File: src/rtl/seq_pkg.sv
// seq_pkg: state encodings, opcodes, ALU codes and instruction classes for multicycle_sequencer
package seq_pkg;
    localparam logic [2:0] ST_FETCH  = 3'd0;
    localparam logic [2:0] ST_DECODE = 3'd1;
    localparam logic [2:0] ST_EXEC   = 3'd2;
    localparam logic [2:0] ST_MEM    = 3'd3;
    localparam logic [2:0] ST_WB     = 3'd4;
    localparam logic [2:0] ST_TRAP   = 3'd7;

    localparam logic [6:0] OP_R      = 7'h33;
    localparam logic [6:0] OP_LOAD   = 7'h03;
    localparam logic [6:0] OP_STORE  = 7'h23;
    localparam logic [6:0] OP_BRANCH = 7'h63;

    localparam logic [3:0] ALU_ADD = 4'h0;
    localparam logic [3:0] ALU_SUB = 4'h8;

    typedef enum logic [1:0] {CLS_R, CLS_LOAD, CLS_STORE, CLS_BRANCH} cls_t;
endpackage

File: src/rtl/seq_decode.sv
// seq_decode: combinational opcode decoder, maps the IR opcode to an instruction class and legal flag
module seq_decode
    import seq_pkg::*;
(
    input  logic [6:0] opcode,
    output cls_t       cls,
    output logic       legal
);
    assign cls   = (opcode == OP_LOAD)   ? CLS_LOAD   :
                   (opcode == OP_STORE)  ? CLS_STORE  :
                   (opcode == OP_BRANCH) ? CLS_BRANCH : CLS_R;
    assign legal = (opcode == OP_R) || (opcode == OP_LOAD) ||
                   (opcode == OP_STORE) || (opcode == OP_BRANCH);
endmodule

File: src/rtl/multicycle_sequencer.sv
// multicycle_sequencer: FETCH/DECODE/EXEC/MEM/WB control FSM with sticky trap state.
// Optional ack timeout enabled by defining SEQ_TIMEOUT_EN.
module multicycle_sequencer
    import seq_pkg::*;
(
    input  logic        clk,
    input  logic        rst_n,
    input  logic [31:0] imem_rdata,
    output logic        imem_req,
    input  logic        imem_ack,
    output logic        dmem_req,
    output logic        dmem_we,
    input  logic        dmem_ack,
    input  logic        alu_zero,
    output logic [3:0]  alu_op,
    output logic        alu_src,
    output logic        mem_to_reg,
    output logic        ir_we,
    output logic        reg_we,
    output logic        pc_we,
    output logic        pc_src,
    output logic [2:0]  state,
    output logic        trap
);
    logic [2:0]  state_nxt;
    logic [31:0] ir;
    logic        go;
    cls_t        cls;
    logic        legal, active, is_r, is_ld, is_st, is_br, beq_ok, timeout;
    logic        unused_ir;

    seq_decode u_dec (.opcode(ir[6:0]), .cls(cls), .legal(legal));

    assign unused_ir = ^{ir[31], ir[29:15], ir[11:7]};
    assign is_r   = cls == CLS_R;
    assign is_ld  = cls == CLS_LOAD;
    assign is_st  = cls == CLS_STORE;
    assign is_br  = cls == CLS_BRANCH;
    assign beq_ok = is_br && ir[14:12] == 3'd0;
    // Operand controls derive from the stable IR, so they hold from EXEC through MEM and WB
    assign active     = state == ST_EXEC || state == ST_MEM || state == ST_WB;
    assign alu_op     = !active ? 4'h0 : is_r ? {ir[30], ir[14:12]} : is_br ? ALU_SUB : ALU_ADD;
    assign alu_src    = active && (is_ld || is_st);
    assign mem_to_reg = active && is_ld;
    assign dmem_we    = active && is_st;
    // go holds off the first fetch request until the first edge after reset release
    assign imem_req = state == ST_FETCH && go;
    assign ir_we    = imem_req && imem_ack;
    assign dmem_req = state == ST_MEM;
    assign reg_we   = state == ST_WB;
    assign pc_we    = (state == ST_EXEC && beq_ok) || (dmem_req && is_st && dmem_ack) || reg_we;
    assign pc_src   = state == ST_EXEC && beq_ok && alu_zero;
    assign trap     = state == ST_TRAP;

`ifdef SEQ_TIMEOUT_EN
    logic [3:0] wait_cnt;
    logic       waiting;
    assign waiting = (imem_req && !imem_ack) || (dmem_req && !dmem_ack);
    assign timeout = waiting && wait_cnt == 4'd14;
    always_ff @(posedge clk or negedge rst_n) begin
        if (!rst_n) wait_cnt <= 4'd0;
        else        wait_cnt <= waiting ? wait_cnt + 4'd1 : 4'd0;
    end
`else
    assign timeout = 1'b0;
`endif

    always_comb begin
        state_nxt = state;
        case (state)
            ST_FETCH:  state_nxt = ir_we ? ST_DECODE : timeout ? ST_TRAP : ST_FETCH;
            ST_DECODE: state_nxt = legal ? ST_EXEC : ST_TRAP;
            ST_EXEC:   state_nxt = is_r ? ST_WB : (is_ld || is_st) ? ST_MEM : beq_ok ? ST_FETCH : ST_TRAP;
            ST_MEM:    state_nxt = dmem_ack ? (is_st ? ST_FETCH : ST_WB) : timeout ? ST_TRAP : ST_MEM;
            ST_WB:     state_nxt = ST_FETCH;
            default:   state_nxt = ST_TRAP;
        endcase
    end

    always_ff @(posedge clk or negedge rst_n) begin
        if (!rst_n) begin
            state <= ST_FETCH;
            ir    <= 32'd0;
            go    <= 1'b0;
        end else begin
            state <= state_nxt;
            go    <= 1'b1;
            if (ir_we) ir <= imem_rdata;
        end
    end
endmodule

File: config.mk
export PLATFORM = sky130hd
export DESIGN_NAME = multicycle_sequencer
export DESIGN_NICKNAME = d
export VERILOG_FILES = /design/src/rtl/seq_pkg.sv /design/src/rtl/seq_decode.sv /design/src/rtl/multicycle_sequencer.sv
export SDC_FILE = /design/constraint.sdc
export NUM_CORES = 1
export LEC_CHECK = 0
export CAP_MARGIN = 20
export CORE_MARGIN = 1
export CORE_UTILIZATION = 40
export CTS_CLUSTER_SIZE = 28
export DETAILED_ROUTE_END_ITERATION = 16
export HOLD_SLACK_MARGIN = 0.03
export PLACE_DENSITY = 0.94
export SLEW_MARGIN = 20
export SYNTH_ARGS = -nofsm -noshare
export SYNTH_HDL_FRONTEND = slang
export SYNTH_HIERARCHICAL = 1
export SYNTH_SLANG_ARGS = --single-unit
File: constraint.sdc
create_clock -name clk -period 4.18 [get_ports clk]
set_input_delay 1.045 -clock clk [delete_from_list [all_inputs] [get_ports clk]]
set_output_delay 1.045 -clock clk [all_outputs]
set_load 0.005 [all_outputs]
==> impl_metrics.csv, run 1 <==
group,metric,value,unit
die,die_h,50.70,um
worst_setup_path,crit_required,3.13,ns
final_layout,fin_cells,149,
yosys,synth_top_family_by_area,"simple AND/OR/NAND/NOR gates",
final_layout,drive_above_1_share,0.1736,
worst_setup_path,path_class,"reg2out",
worst_setup_path,slowest_delay,0.51,ns
worst_setup_path,r2r_cells,6,
yosys,synth-seq-cells,15,
clock_network,cts-htree-levels,1,
worst_setup_path,end_kind,"output pin",
clock_network,cts_buffer_depth,2,
grt,use_met2,0.3156,
yosys,synthAdderAreaFrac,0.06464,
sta,min_period,3.923,ns
yosys,synth-xor-area-share,0.009235,
yosys,synthCells,88,
clock_network,cts_num_sinks,15,
clock_network,ctsRootBufferMaster,"clkbuf_4",
route,ant_nets,0,
clock_network,cts_setup_buffers,0,
worst_setup_path,path_cells,"nor4_1 > and2_1 > ha_1 > or4b_4 > o21a_1 > o21ai_0 > clkdlybuf4s50_1",
final_layout,nets,163,
placed_design,portBuffers,32,
final_layout,diodes,0,
route,drcViolationCount,0,
yosys,muxShareOfSynthArea,0.1768,
yosys,synth-compound-area-share,0.08839,
sta,setup_viol,0,
route,drt-total-wl,2.017,mm
pwr,pwr_density_cell,186.8,nW/um2
route,drt-initial-drc-count,18,
worst_setup_path,endpoint,"pc_we",
grt,grt_busiest_layer,"met2",
worst_setup_path,critPathLaunch,"ir[3]",
grt,grt_pass1_vias,771,
placed_design,gp_congestion,0.8733,
clock_network,clock_latency,0.27,ns
yosys,yosysSeqAreaShare,0.3958,
pwr,peakVddDrop,0.0001774,V
route,drt_pass1_iterations,4,
sta,maxSlewViolCount,0,
pwr,power,0.2449,mW
grt,grt_pass1_wl,3.353,mm
min_path,hold_class,"reg2reg",
sta,rsz0062_at_grt,"false",
sta,fin_tns_setup,0,ns
die,die_w,50.70,um
grt,grt_usage,0.1740,
grt,antenna_found_initial,0,
sta,min_period_over_period,0.9385,
grt,use_met1,0.2072,
flow_run,cap_violations,0,
route,wl_per_cell,13.54,um
placed_design,dp.cells,145,
clock_network,tritoncts,"built",
outcome,outcome,"finished, final reports clean",
yosys,postSynthNetCount,129,
clock_network,path_clk_slew,0.08,ns
grt,grtUsageMet3,0.03030,
placed_design,place.detailed.hpwl,1.521,mm
sta,skew,0.002476,ns
yosys,synth-edff-count,0,
clock_network,cts_buffers,3,
yosys,async_flop_share,1.000,
pwr,leakagePower,0.6292,nW
yosys,synthesis.area,948.4,um2
worst_setup_path,crit_path_max_fanout,5,
die,core_area,2233,um2
grt,grt_max_degree,16,
die,fp-row-count,17,
grt,overflow,0,
route,vias,769,
sta,report.final.hold_viol_count,0,
yosys,yosys_warnings,6,
die,initial_core_util,0.4247,
worst_setup_path,worstPathArrival,2.88,ns
final_layout,area_growth,38.26,%
worst_setup_path,worst_r2r_endpoint,"state[2]",
route,viasPerCell,5.161,
clock_network,cts_resized,0,
sta,worst_slew_pin_slew,0.6868,ns
clock_network,ctsHoldBuffers,0,
die,dieArea,2570,um2
worst_setup_path,ff2ff_setup_slack,1.80,ns
yosys,ys.flop_type,"dfrtp_1",
yosys,avgSynthCellArea,10.78,um2
yosys,ys_types,32,
sta,slew_headroom,0.5407,
worst_setup_path,crit_slowest_cell,"or4b_4",
worst_setup_path,r2r_start,"ir[3]",
sta,fmax,254.9,MHz
worst_setup_path,start_kind,"register",
die,io_pins,54,
sta,holdWs,0.5139,ns
yosys,synth_simple_gate_area_frac,0.2098,
[critical path: cells and delay by family (launching register included)]
kind | cells | cell delay, ns
and+or+nand+nor | 3 | 1.16
buffers and inverters | 1 | 0.51
DFF | 1 | 0.42
AOI/OAI and AO/OA | 2 | 0.32
adders and majority gates | 1 | 0.19
[report_power, final]
group	switching [mW]	internal [mW]	total (mW)	leakage, nW
Clock	0.0427	0.0369	0.0796	0.0150
Sequential	0.000328	0.145	0.146	0.192
Combinational	0.00611	0.0135	0.0196	0.423
[layout make-up]
cell class                 count  area [um2]
sequential                    15       375.4
fill                         190       922.1
clock buffer                   4       26.28
inverter                       8       30.03
tap                           28       35.03
timing repair buffer          32       320.3
multi-input combinational     62       524.3
[cell families after synthesis]
| kind of cell | Yosys count |
|---|---|
| and+or+nand+nor | 31 |
| other | 1 |
| DFF | 15 |
| adders and majority gates | 5 |
| xor gates and xnor gates | 1 |
| AOI/OAI and AO/OA | 12 |
| buffers and inverters | 11 |
| muxes | 12 |
[cells in the mapped netlist (2+ instances only)]
master,count,share of area
dfrtp_1,15,0.40
mux2_4,9,0.14
inv_1,8,0.032
nand2_1,6,0.024
nor2_1,5,0.020
and3_1,4,0.026
ha_1,4,0.053
a21oi_1,3,0.016
and2_1,3,0.020
o21ai_0,3,0.016
clkbuf_1,2,0.0079
mux2_2,2,0.024
nand2b_1,2,0.013
nand3_1,2,0.011
nor4_1,2,0.013
o211ai_1,2,0.016
[how the worst min path moves through the flow]
stage	slack, ns	start	depth (start not counted)	endpoint
6_report	0.51	ir[1]	1	ir[1]
5_1_grt	0.54	ir[0]	1	ir[0]
4_1_cts	0.52	ir[1]	1	ir[1]
3_5_place_dp	0.50	ir[0]	1	ir[0]
3_3_place_gp	0.49	ir[1]	1	ir[1]
2_1_floorplan	0.48	ir[1]	1	ir[1]
[registers in the layout, indices dropped and copies added, names as in the netlist]
name   cells
state      3
go         1
ir        11
[per-stage QoR]
stage | worst slack, ns | utilization | instance area, um2
after floorplan | 1.299 | - | 948.4
after global placement | 0.7065 | 0.5754 | 1285
after detailed placement | 0.6343 | 0.5754 | 1285
after CTS | 0.2878 | 0.5871 | 1311
after global routing | 0.09262 | 0.5871 | 1311
final | 0.2571 | 0.5871 | 1311
[layer usage]
metal	vias up	routed length, um
met5	-	0
met4	0	21
met3	2	85
met2	28	1060
met1	367	849
li1	372	-
[placed cells by master (no fill, tap or decap), drive strengths merged]
cell / n
clkdlybuf4s50: 32
dfrtp: 15
mux2: 11
inv: 8
nand2: 7
nor2: 5
and3: 4
ha: 4
and2: 4
clkbuf: 4
o21ai: 3
a21oi: 3
nor4: 3
nand2b: 2
nand3: 2
o211ai: 2
or3b: 1
nor2b: 1
or4b: 1
a2111oi: 1
a211oi: 1
nor4b: 1
mux2i: 1
o21a: 1
a41oi: 1
conb: 1
xnor2: 1
maj3: 1
(Power assumes the default switching activity.)
==> run 2: changes to the inputs <==
- PLACE_DENSITY: 0.94 -> default
- PLACE_DENSITY_LB_ADDON: default -> 0.1
==> run 2 against run 1 <==
Critical path depth did not move. Sequential share of layout area decreased by 0.19 points. Clock skew rose by 0.00083 ns. Power rose by 1.5%. Setup slack better by 0.080 ns. Maximum frequency up 2.1%. Global-route usage shrank 0.21 points. Design area rose by 0.67%. Cell count up 0.67%. Non-clock buffer count rose by 1. Combinational power shrank 2%. Register-to-register slack better by 0.11 ns.
==> impl_metrics.csv, run 2 (synthesis results as in run 1) <==
group,metric,value,unit
route,drcViolationCount,0,
worst_setup_path,path_class,"reg2out",
final_layout,area_growth,39.18,%
die,dieArea,2570,um2
die,io_pins,54,
flow_run,cap_violations,0,
sta,min_period,3.843,ns
route,drt-initial-drc-count,5,
clock_network,cts-htree-levels,1,
sta,rsz0062_at_grt,"false",
sta,worst_slew_pin_slew,0.6840,ns
pwr,leakagePower,0.6361,nW
pwr,power,0.2486,mW
route,ant_nets,0,
clock_network,ctsRootBufferMaster,"clkbuf_4",
clock_network,cts_buffer_depth,2,
die,initial_core_util,0.4247,
final_layout,multi_input_comb_area,524.3,um2
sta,report.final.hold_viol_count,0,
clock_network,cts_setup_buffers,0,
final_layout,final_common_cell,"clkdlybuf4s50_1",
die,die_h,50.70,um
die,die_w,50.70,um
grt,grt_pass1_vias,740,
route,viasPerCell,5.093,
route,vias,764,
die,fp-row-count,17,
clock_network,clock_latency,0.28,ns
sta,fmax,260.2,MHz
min_path,hold_class,"reg2reg",
sta,min_period_over_period,0.9193,
placed_design,dp_worst_setup_slack,0.6400,ns
route,drt-total-wl,1.864,mm
placed_design,portBuffers,32,
clock_network,ctsHoldBuffers,0,
sta,skew,0.003304,ns
grt,overflow,0,
pwr,peakVddDrop,0.0001092,V
route,wl_per_cell,12.43,um
sta,holdWs,0.5180,ns
final_layout,regMostFlops,"ir",
outcome,outcome,"finished, final reports clean",
grt,antenna_found_initial,0,
grt,grt_max_degree,16,
final_layout,biggestRegsByFlops,"ir (11), state (3), go (1)",
placed_design,gp_congestion,0.7726,
final_layout,fillers,205,
clock_network,tritoncts,"built",
sta,slew_headroom,0.5426,
placed_design,place.detailed.hpwl,1.479,mm
worst_setup_path,critPathLaunch,"ir[4]",
final_layout,drive_above_1_share,0.1885,
worst_setup_path,endpoint,"pc_we",
final_layout,largest_reg_flops,11,
sta,setup_viol,0,
grt,grt_pass1_wl,3.194,mm
worst_setup_path,r2r_cells,6,
clock_network,cts_resized,0,
route,drt_pass1_iterations,4,
worst_setup_path,ff2ff_setup_slack,1.91,ns
grt,grt_usage,0.1719,
final_layout,nets,164,
die,core_area,2233,um2
worst_setup_path,r2r_start,"ir[4]",
final_layout,seq_area,375.4,um2
worst_setup_path,crit_required,3.13,ns
final_layout,diodes,0,
worst_setup_path,worst_r2r_endpoint,"state[2]",
clock_network,cts_num_sinks,15,
worst_setup_path,start_kind,"register",
sta,maxSlewViolCount,0,
worst_setup_path,crit_path_max_fanout,5,
final_layout,final_cell_mix,"clkdlybuf4s50_1 (32), dfrtp_1 (15), mux2_4 (9), inv_1 (8), nand2_1 (6)",
worst_setup_path,end_kind,"output pin",
pwr,pwr_density_cell,188.3,nW/um2
sta,fin_tns_setup,0,ns
clock_network,cts_buffers,3,
sta,fin_ws,0.3373,ns
worst_setup_path,worstPathArrival,2.80,ns
clock_network,path_clk_slew,0.09,ns
-- run 2: report_power, final --
group | internal (mW) | total [mW] | switching, mW
clock network | 0.0355 | 0.0835 | 0.0480
registers | 0.145 | 0.146 | 0.000397
logic | 0.0134 | 0.0192 | 0.00576
total | 0.194 | 0.249 | 0.0541
-- run 2: worst min path at each step --
stage                     slack [ns]     to   from  cells past startpoint
after global placement          0.49  ir[1]  ir[1]                      1
after CTS                       0.52  ir[0]  ir[0]                      1
final                           0.52  ir[0]  ir[0]                      1
after floorplan                 0.48  ir[1]  ir[1]                      1
after detailed placement        0.50  ir[0]  ir[0]                      1
after global routing            0.53  ir[0]  ir[0]                      1
-- run 2: critical path, stage by stage (launching register included) --
cell and delay, ns:
dfrtp_1 0.42, nor4_1 0.34, and2_1 0.22, ha_1 0.17, or4b_4 0.50, o21a_1 0.19, o21ai_0 0.15, clkdlybuf4s50_1 0.52
-- run 2: area by class of cell --
class,instances,area share
Clock buffer,3,0.01706
Clock inverter,1,0.003791
Inverter,8,0.02275
Multi-Input combinational cell,62,0.3972
Sequential cell,15,0.2844
Tap cell,28,0.02654
Timing Repair Buffer,33,0.2483
-- run 2: through the flow --
step                        util  instances  area, um2
after floorplan                -         88      948.4
after global placement    0.5787        146       1292
after detailed placement  0.5787        146       1292
after CTS                 0.5910        150       1320
after global routing      0.5910        150       1320
final                     0.5910        150       1320
-- run 2: layer usage --
metal,track usage,vias to the layer above,routed length [um]
li1,-,376,-
met1,0.1932,359,827
met2,0.2889,24,920
met3,0.04545,5,82
met4,0.1019,0,34
met5,0,-,0
==> run 3: changes to the inputs <==
- clock period: 4.18 -> 4.5 ns (I/O delays scaled with it)
==> results of run 3 <==
Same layout as run 2 (identical final DEF). Status: finished, final reports clean.
Main changes from that run: setup slack after placement 0.6400 ns -> 0.8646 ns; setup slack after layout 0.3373 ns -> 0.5773 ns; register-to-register setup slack 1.91 ns -> 2.23 ns; total power 0.2486 mW -> 0.2309 mW; worst IR drop on VDD 0.0001092 V -> 0.0001014 V
